--- config.mk ---
export PLATFORM = sky130hd
export DESIGN_NAME = route_encode_flat
export DESIGN_NICKNAME = d
export VERILOG_FILES = /design/src/rtl/route_encode_if.sv /design/src/rtl/route_encode.sv /design/src/flat_wrapper.sv
export SDC_FILE = /design/constraint.sdc
export NUM_CORES = 1
export LEC_CHECK = 0
export ABC_AREA = 1
export BUFFER_PORTS_ARGS = -buffer_cell sky130_fd_sc_hd__buf_2
export CAP_MARGIN = 5
export CORE_MARGIN = 2
export CORE_UTILIZATION = 35
export DETAILED_ROUTE_END_ITERATION = 6
export GPL_TIMING_DRIVEN = 1
export SYNTH_ARGS = -nofsm -noshare
export SYNTH_HDL_FRONTEND = slang
export SYNTH_SLANG_ARGS = --single-unit
--- constraint.sdc ---
create_clock -name clk -period 1.2 [get_ports clk]
set_input_delay 0 -clock clk [delete_from_list [all_inputs] [get_ports clk]]
set_output_delay 0 -clock clk [all_outputs]
set_load 0.01 [all_outputs]
--- src/rtl/route_encode_if.sv ---
// Handshake bundle for route_encode: upstream packet channel in, encoded
// {dir, payload} channel out. slave = the encoder, master = its environment.
interface route_encode_if #(
  parameter int DATA_W = 8
);
  logic              in_valid;
  logic              in_ready;
  logic [3:0]        in_dest;
  logic [DATA_W-1:0] in_payload;
  logic              out_valid;
  logic              out_ready;
  logic [3:0]        out_dir;
  logic [DATA_W-1:0] out_payload;

  modport master (
    output in_valid, in_dest, in_payload, out_ready,
    input  in_ready, out_valid, out_dir, out_payload
  );

  modport slave (
    input  in_valid, in_dest, in_payload, out_ready,
    output in_ready, out_valid, out_dir, out_payload
  );
endinterface

--- src/rtl/route_encode.sv ---
// Mesh route encoder: per-axis direction bits, buffered with payload in a 2-entry FIFO.
// Optional per-direction transfer counters are enabled by defining ROUTE_CNT_EN.
module route_encode #(
  parameter logic [3:0] ADDR   = 4'b0000,
  parameter int         DATA_W = 8
) (
  input  logic              clk,
  input  logic              reset,
  route_encode_if.slave     bus
`ifdef ROUTE_CNT_EN
  ,
  output logic [7:0]        cnt_core,
  output logic [7:0]        cnt_p0,
  output logic [7:0]        cnt_p1,
  output logic [7:0]        cnt_p2,
  output logic [7:0]        cnt_p3
`endif
);
  localparam int ENT_W = 4 + DATA_W;

  logic [1:0]       loc_x, loc_y, dst_x, dst_y;
  logic [3:0]       dir_enc;
  logic             push, pop;
  logic             wr_ptr_q, rd_ptr_q;
  logic [1:0]       count_q, count_d;
  logic [ENT_W-1:0] head;

  assign loc_x = ADDR[1:0];
  assign loc_y = ADDR[3:2];
  assign dst_x = bus.in_dest[1:0];
  assign dst_y = bus.in_dest[3:2];

  // Every productive direction is flagged; the consumer picks the lowest bit.
  assign dir_enc = {dst_y < loc_y, dst_y > loc_y, dst_x < loc_x, dst_x > loc_x};

  assign bus.in_ready  = (count_q < 2'd2);
  assign bus.out_valid = (count_q != 2'd0);
  assign push = bus.in_valid && bus.in_ready;
  assign pop  = bus.out_valid && bus.out_ready;

  genvar gi;
  generate
    for (gi = 0; gi < 2; gi++) begin : g_ent
      logic [ENT_W-1:0] entry_q;
      // Entries clear on reset so out_dir/out_payload read zero until the first push.
      always_ff @(posedge clk or posedge reset) begin
        if (reset) begin
          entry_q <= '0;
        end else if (push && (wr_ptr_q == 1'(gi))) begin
          entry_q <= {dir_enc, bus.in_payload};
        end
      end
    end
  endgenerate

  assign head = rd_ptr_q ? g_ent[1].entry_q : g_ent[0].entry_q;
  assign {bus.out_dir, bus.out_payload} = head;

  always_comb begin
    count_d = count_q;
    case ({push, pop})
      2'b10:   count_d = count_q + 2'd1;
      2'b01:   count_d = count_q - 2'd1;
      default: count_d = count_q;
    endcase
  end

  always_ff @(posedge clk or posedge reset) begin
    if (reset) begin
      wr_ptr_q <= 1'b0;
      rd_ptr_q <= 1'b0;
      count_q  <= 2'd0;
    end else begin
      if (push) wr_ptr_q <= ~wr_ptr_q;
      if (pop)  rd_ptr_q <= ~rd_ptr_q;
      count_q <= count_d;
    end
  end

`ifdef ROUTE_CNT_EN
  logic [3:0] head_dir, low_bit;
  logic [4:0] hit;

  // Isolate the lowest set direction bit; bit 0 of hit stands for local delivery.
  assign head_dir = head[ENT_W-1 -: 4];
  assign low_bit  = head_dir & (~head_dir + 4'd1);
  assign hit      = pop ? {low_bit, head_dir == 4'd0} : 5'd0;

  generate
    for (gi = 0; gi < 5; gi++) begin : g_cnt
      logic [7:0] cnt_q;
      always_ff @(posedge clk or posedge reset) begin
        if (reset) begin
          cnt_q <= 8'd0;
        end else if (hit[gi] && (cnt_q != 8'hFF)) begin
          cnt_q <= cnt_q + 8'd1;
        end
      end
    end
  endgenerate

  assign cnt_core = g_cnt[0].cnt_q;
  assign cnt_p0   = g_cnt[1].cnt_q;
  assign cnt_p1   = g_cnt[2].cnt_q;
  assign cnt_p2   = g_cnt[3].cnt_q;
  assign cnt_p3   = g_cnt[4].cnt_q;
`endif
endmodule

--- src/flat_wrapper.sv ---
// flat-port wrapper written by rule: the top's interface ports become plain ports
module route_encode_flat 
#(
  parameter logic [3:0] ADDR   = 4'b0000,
  parameter int         DATA_W = 8
)
  (clk, reset, bus_in_valid, bus_in_dest, bus_in_payload, bus_out_ready, bus_in_ready, bus_out_valid, bus_out_dir, bus_out_payload);
  route_encode_if #(.DATA_W(DATA_W)) bus_i ();
  input  logic clk;
  input  logic reset;
  input wire logic [$bits(bus_i.in_valid)-1:0] bus_in_valid;
  input wire logic [$bits(bus_i.in_dest)-1:0] bus_in_dest;
  input wire logic [$bits(bus_i.in_payload)-1:0] bus_in_payload;
  input wire logic [$bits(bus_i.out_ready)-1:0] bus_out_ready;
  output wire logic [$bits(bus_i.in_ready)-1:0] bus_in_ready;
  output wire logic [$bits(bus_i.out_valid)-1:0] bus_out_valid;
  output wire logic [$bits(bus_i.out_dir)-1:0] bus_out_dir;
  output wire logic [$bits(bus_i.out_payload)-1:0] bus_out_payload;
  assign bus_i.in_valid = bus_in_valid;
  assign bus_i.in_dest = bus_in_dest;
  assign bus_i.in_payload = bus_in_payload;
  assign bus_i.out_ready = bus_out_ready;
  assign bus_in_ready = bus_i.in_ready;
  assign bus_out_valid = bus_i.out_valid;
  assign bus_out_dir = bus_i.out_dir;
  assign bus_out_payload = bus_i.out_payload;
  route_encode #(.ADDR(ADDR), .DATA_W(DATA_W)) u_core (.clk(clk), .reset(reset), .bus(bus_i));
endmodule
### Word-level counts from Yosys, hierarchy flattened

Index checks and enable logic that the tools add are counted.

* register bits: 28
* output and inout bits: 14
* input bits: 16

* reductions and logical operators: 6
* bitwise logic cells: 2
* equality and inequality tests: 2
* order comparisons: 5
* $add $sub $neg: 2
* mux-type cells: 2

Operators by type and width (count)
* $mux W12: 1
* $gt A2 B1 Y1 const B: 2
* $logic_and A1 B1 Y1: 4
* $lt A2 B1 Y1 const B: 2
* $pmux W2 S2: 1
* $reduce_bool A2 Y1: 2
* $add A2 B1 Y2 const B: 1
* $eq A2 B1 Y1 const B: 1
* $eq A2 B2 Y1 const B: 1
* $lt A2 B2 Y1 const B: 1
* $not A1 Y1: 2
* $sub A2 B1 Y2 const B: 1

### Logic depth before layout (Yosys ltp)

* word-level depth: 4
* gate-level depth with buffers: 10

### Worst setup path before layout

No wires, ideal clock.

* kind: register -> register
* start point: register u_core.count_q[1]
* end point: register u_core.count_q[1]
* arrival: 1.303 ns
* setup slack: -0.220 ns
* setup time: 0.117 ns
* required time: 1.083 ns
* cell stages (with the launch flop): 10
* buffers on the path: 0
* cells stage by stage: dfrtp_1 -> inv_2 -> nand2_1 -> nand2_1 -> inv_1 -> ha_1 -> inv_1 -> nand3_1 -> nand2_1 -> nand2_1

* cells in the longest elaborated chain, start to end: 4
* elaborated cells on any way between the ends: 10

RTL lines
* start: declaration: RTL line route_encode.sv:25 `logic [1:0] count_q, count_d;`
* start signal: assignment: RTL line route_encode.sv:76 `count_q <= count_d;`
* $lt A2 B2 Y1 (*): RTL line route_encode.sv:36 `assign bus.in_ready = (count_q < 2'd2);`
* named net bus_in_ready: RTL line flat_wrapper.sv:15 `output wire logic [$bits(bus_i.in_ready)-1:0] bus_in_ready;`
* $logic_and A1 B1 Y1 (*): RTL line route_encode.sv:38 `assign push = bus.in_valid && bus.in_ready;`
* $eq A2 B1 Y1 / $eq A2 B2 Y1 (equally long branches): RTL line route_encode.sv:61 `case ({push, pop})`
* $pmux W2 S2 / $reduce_bool A2 Y1 (equally long branches)

The timed path passes the listed nets; every way through them passes the cells marked *.
A chain may end at the register's enable or synchronous reset.

### Worst setup path after layout

* start point: register u_core.count_q[1]
* end point: register u_core.count_q[1]

* cells in the longest elaborated chain, start to end: 4
* elaborated cells on any way between the ends: 10

RTL lines
* $reduce_bool A2 Y1 (*): RTL line route_encode.sv:37 `assign bus.out_valid = (count_q != 2'd0);`
* $logic_and A1 B1 Y1 (*): RTL line route_encode.sv:39 `assign pop = bus.out_valid && bus.out_ready;`
* named net u_core.pop: RTL line route_encode.sv:23 `logic push, pop;`
* $eq A2 B1 Y1 / $eq A2 B2 Y1 (equally long branches): RTL line route_encode.sv:61
* $pmux W2 S2 / $reduce_bool A2 Y1 (equally long branches)

Marked as above.

==> flow_summary.ini <==
[run_status]
status = complete, but fails checks
failed_checks = setup timing

[floorplan]
dieArea_um2 = 4030
start_util = 0.368
dieHeight_um = 63.5
ios = 30
die_x_um = 63.5
core-area_um2 = 3360
row_count = 21

[synthesis]
synth_edf_count = 0
synth_xor_area_frac = 0.00708
async_flop_share = 1.00
yosys.area.top_type = dfrtp_1
yosys.area_share.simple = 0.360
ys_types = 22
synthCells = 150
synth_compound_area_frac = 0.0404
synth.area.mux_share = 0
syn-mean-instance-area_um2 = 8.25
yosysMostFrequentCell = nand2_1
synth_top_area_frac = 0.485
yosysSeqAreaShare = 0.485
synthFlopType = dfrtp_1
synth_fa_ha_area_frac = 0.0101
synth_seq_cells = 24
ys.warnings.count = 0
synth_top_family_by_area = simple AND/OR/NAND/NOR gates
synthTopCellsByCount = nand2_1, dfrtp_1, nand2_2, inv_1, o21ai_0
ys_top_cells_by_area = dfrtp_1, nand2_1, nand2_2
syn_area_um2 = 1240

[worst_setup_path]
crit_path_start_kind = register
crit_arrival_ns = 1.46
crit_type = register to register
reg2reg_depth = 9
crit_fanout = 4
r2r_setup_slack_ns = -0.05
r2r_start = u_core.count_q[1]$_DFFE_PP0P_
required_ns = 1.41
worst_r2r_endpoint = u_core.count_q[1]$_DFFE_PP0P_
worst_setup_path_end_kind = register

[power_and_ir_drop]
powerDensity_nw_per_um2 = 2430
finalPower_mw = 4.14
ir_drop_mv = 0.964
leakage_nw = 0.911

[timing]
period_share = 1.04
finalSetupViolations = 1
fmax_ghz = 0.803
period_needed_ns = 1.25
clock_skew_ns = 0.00212
drv_slew = 0
setup_ws_ns = -0.0459
hold_viol_final = 0
rsz0062_at_grt = yes

[cells_and_area]
final_layout_size_suffix_gt1_frac = 0.402
post-route-util = 0.507
final-seq-area_um2 = 601
syn2layout_area_growth_pct = 37.7
n_antenna_cell = 0
fin_nets = 217
fillers = 353
multiInputGateArea_um2 = 568

[drt]
first_iter_violations = 32
drcViolationCount = 0
vias = 1083
wl_per_cell_um = 11.1
ant_nets = 0
viasPerCell = 4.42
wirelength_um = 2710
drtPass1Iterations = 4

[cts]
clk_pin_slew_ns = 0.13
htree_levels = 1
clkSinkCount = 24
worstSkewPairLatency_ns = 0.31
cts_buffers = 3
cts_root_buffer = clkbuf_4
tritoncts = done
clk_path_buf_depth = 2

[worst_hold_path]
hold_class = input port to register
min_path_cells = 5
min_to = u_core.g_ent[0].entry_q[0]$_DFFE_PP0P_
hp-start = bus_in_valid

[place]
gp_congestion = 0.700
port-buffer-count = 27
dp_hpwl_um = 1800

[global_route]
grt_pass1_vias = 1122
use_met3 = 0.0179
grt_max_degree = 25
use_met2 = 0.293
overflow = 0
antenna_found_initial = 0
gr-usage-all-layers = 0.145
use_met1 = 0.158
busiest_layer = met2
grt_pass1_wl_um = 4640

[run]
drv_cap = 0
-- timing repair --
item,4_1_cts,5_1_grt
hold buffers,14,0
pin swaps,0,12
buffers inserted,2,1
setup endpoints to repair,10,12
endpoints found under the hold margin,45,0
cloned,0,0
gates resized for setup,11,9
-- registers in the layout, indices dropped and copies added, names as in the netlist --
signal	count
u_core.count_q	2
u_core.rd_ptr_q	1
u_core.g_ent.entry_q	20
u_core.wr_ptr_q	1
-- worst max path at each step --
stage / slack, ns / to / startpoint / cells after the start
2_1_floorplan: -0.008 / u_core.count_q[1]$_DFFE_PP0P_ / u_core.count_q[1]$_DFFE_PP0P_ / 8
5_1_grt: -0.1 / u_core.count_q[1]$_DFFE_PP0P_ / u_core.count_q[1]$_DFFE_PP0P_ / 9
3_3_place_gp: 0.02 / u_core.count_q[1]$_DFFE_PP0P_ / u_core.count_q[1]$_DFFE_PP0P_ / 9
6_report: -0.05 / u_core.count_q[1]$_DFFE_PP0P_ / u_core.count_q[1]$_DFFE_PP0P_ / 9
4_1_cts: -0.06 / u_core.count_q[1]$_DFFE_PP0P_ / u_core.count_q[1]$_DFFE_PP0P_ / 9
3_5_place_dp: -0.06 / u_core.count_q[1]$_DFFE_PP0P_ / u_core.count_q[1]$_DFFE_PP0P_ / 9
-- layout by cell type (no fill, tap or decap), drive strengths merged --
cell type    count
buf             35
clkbuf           4
clkinv           1
conb             2
dfrtp           24
dlygate4sd3     14
ha               1
inv             17
nand2           83
nand3            1
nand3b           1
nand4            1
nor2             2
o21ai           10
or2              2
xnor2            1
-- layer usage --
layer  share of wire  wire length, um
met3           0.037              100
met4           0.014               39
met2            0.52             1400
met1            0.43             1170
met5               0                0
-- layout make-up --
type,count,area share
well taps,46,0.0338
inverters,18,0.0455
multi-input cells,104,0.333
repair buffers,49,0.214
clock buffers,4,0.0213
flip-flops and latches,24,0.352
-- cells by family (layout without fill, tap and decap cells) --
group	count (synthesis)	in the layout
and+or+nand+nor	90	90
other	1	2
DFF	24	24
xor gates and xnor gates	1	1
AOI/OAI and AO/OA	10	10
buffers and inverters	23	71
adders and majority gates	1	1
-- per-stage QoR --
step / hold WS (ns) / TNS, ns / std cells / area (um2) / worst slack (ns)
after floorplan: 0.0146 / -0.00804 / 151 / 1270 / -0.00804
after global placement: 0.0639 / 0 / 224 / 1470 / 0.0153
after detailed placement: 0.0637 / -0.0551 / 224 / 1470 / -0.0551
after CTS: 0.130 / -0.0574 / 244 / 1660 / -0.0574
after global routing: 0.147 / -1.28 / 245 / 1700 / -0.0982
final: 0.134 / -0.0459 / 245 / 1700 / -0.0459
-- worst max-delay path: stages (launching register included) --
cell	delay, ns
dfrtp_1	0.43
inv_4	0.10
nand2_4	0.05
nand2_2	0.07
inv_2	0.05
ha_4	0.25
inv_4	0.05
nand3_2	0.04
nand2_1	0.06
nand2_1	0.05
-- where the power goes --
part           switching, mW  internal (mW)  leakage [nW]
clock                  0.235          0.185        0.0210
sequential             0.262           1.20         0.295
combinational           1.25           1.01         0.594
No activity file was read; power rests on OpenSTA's default activity.
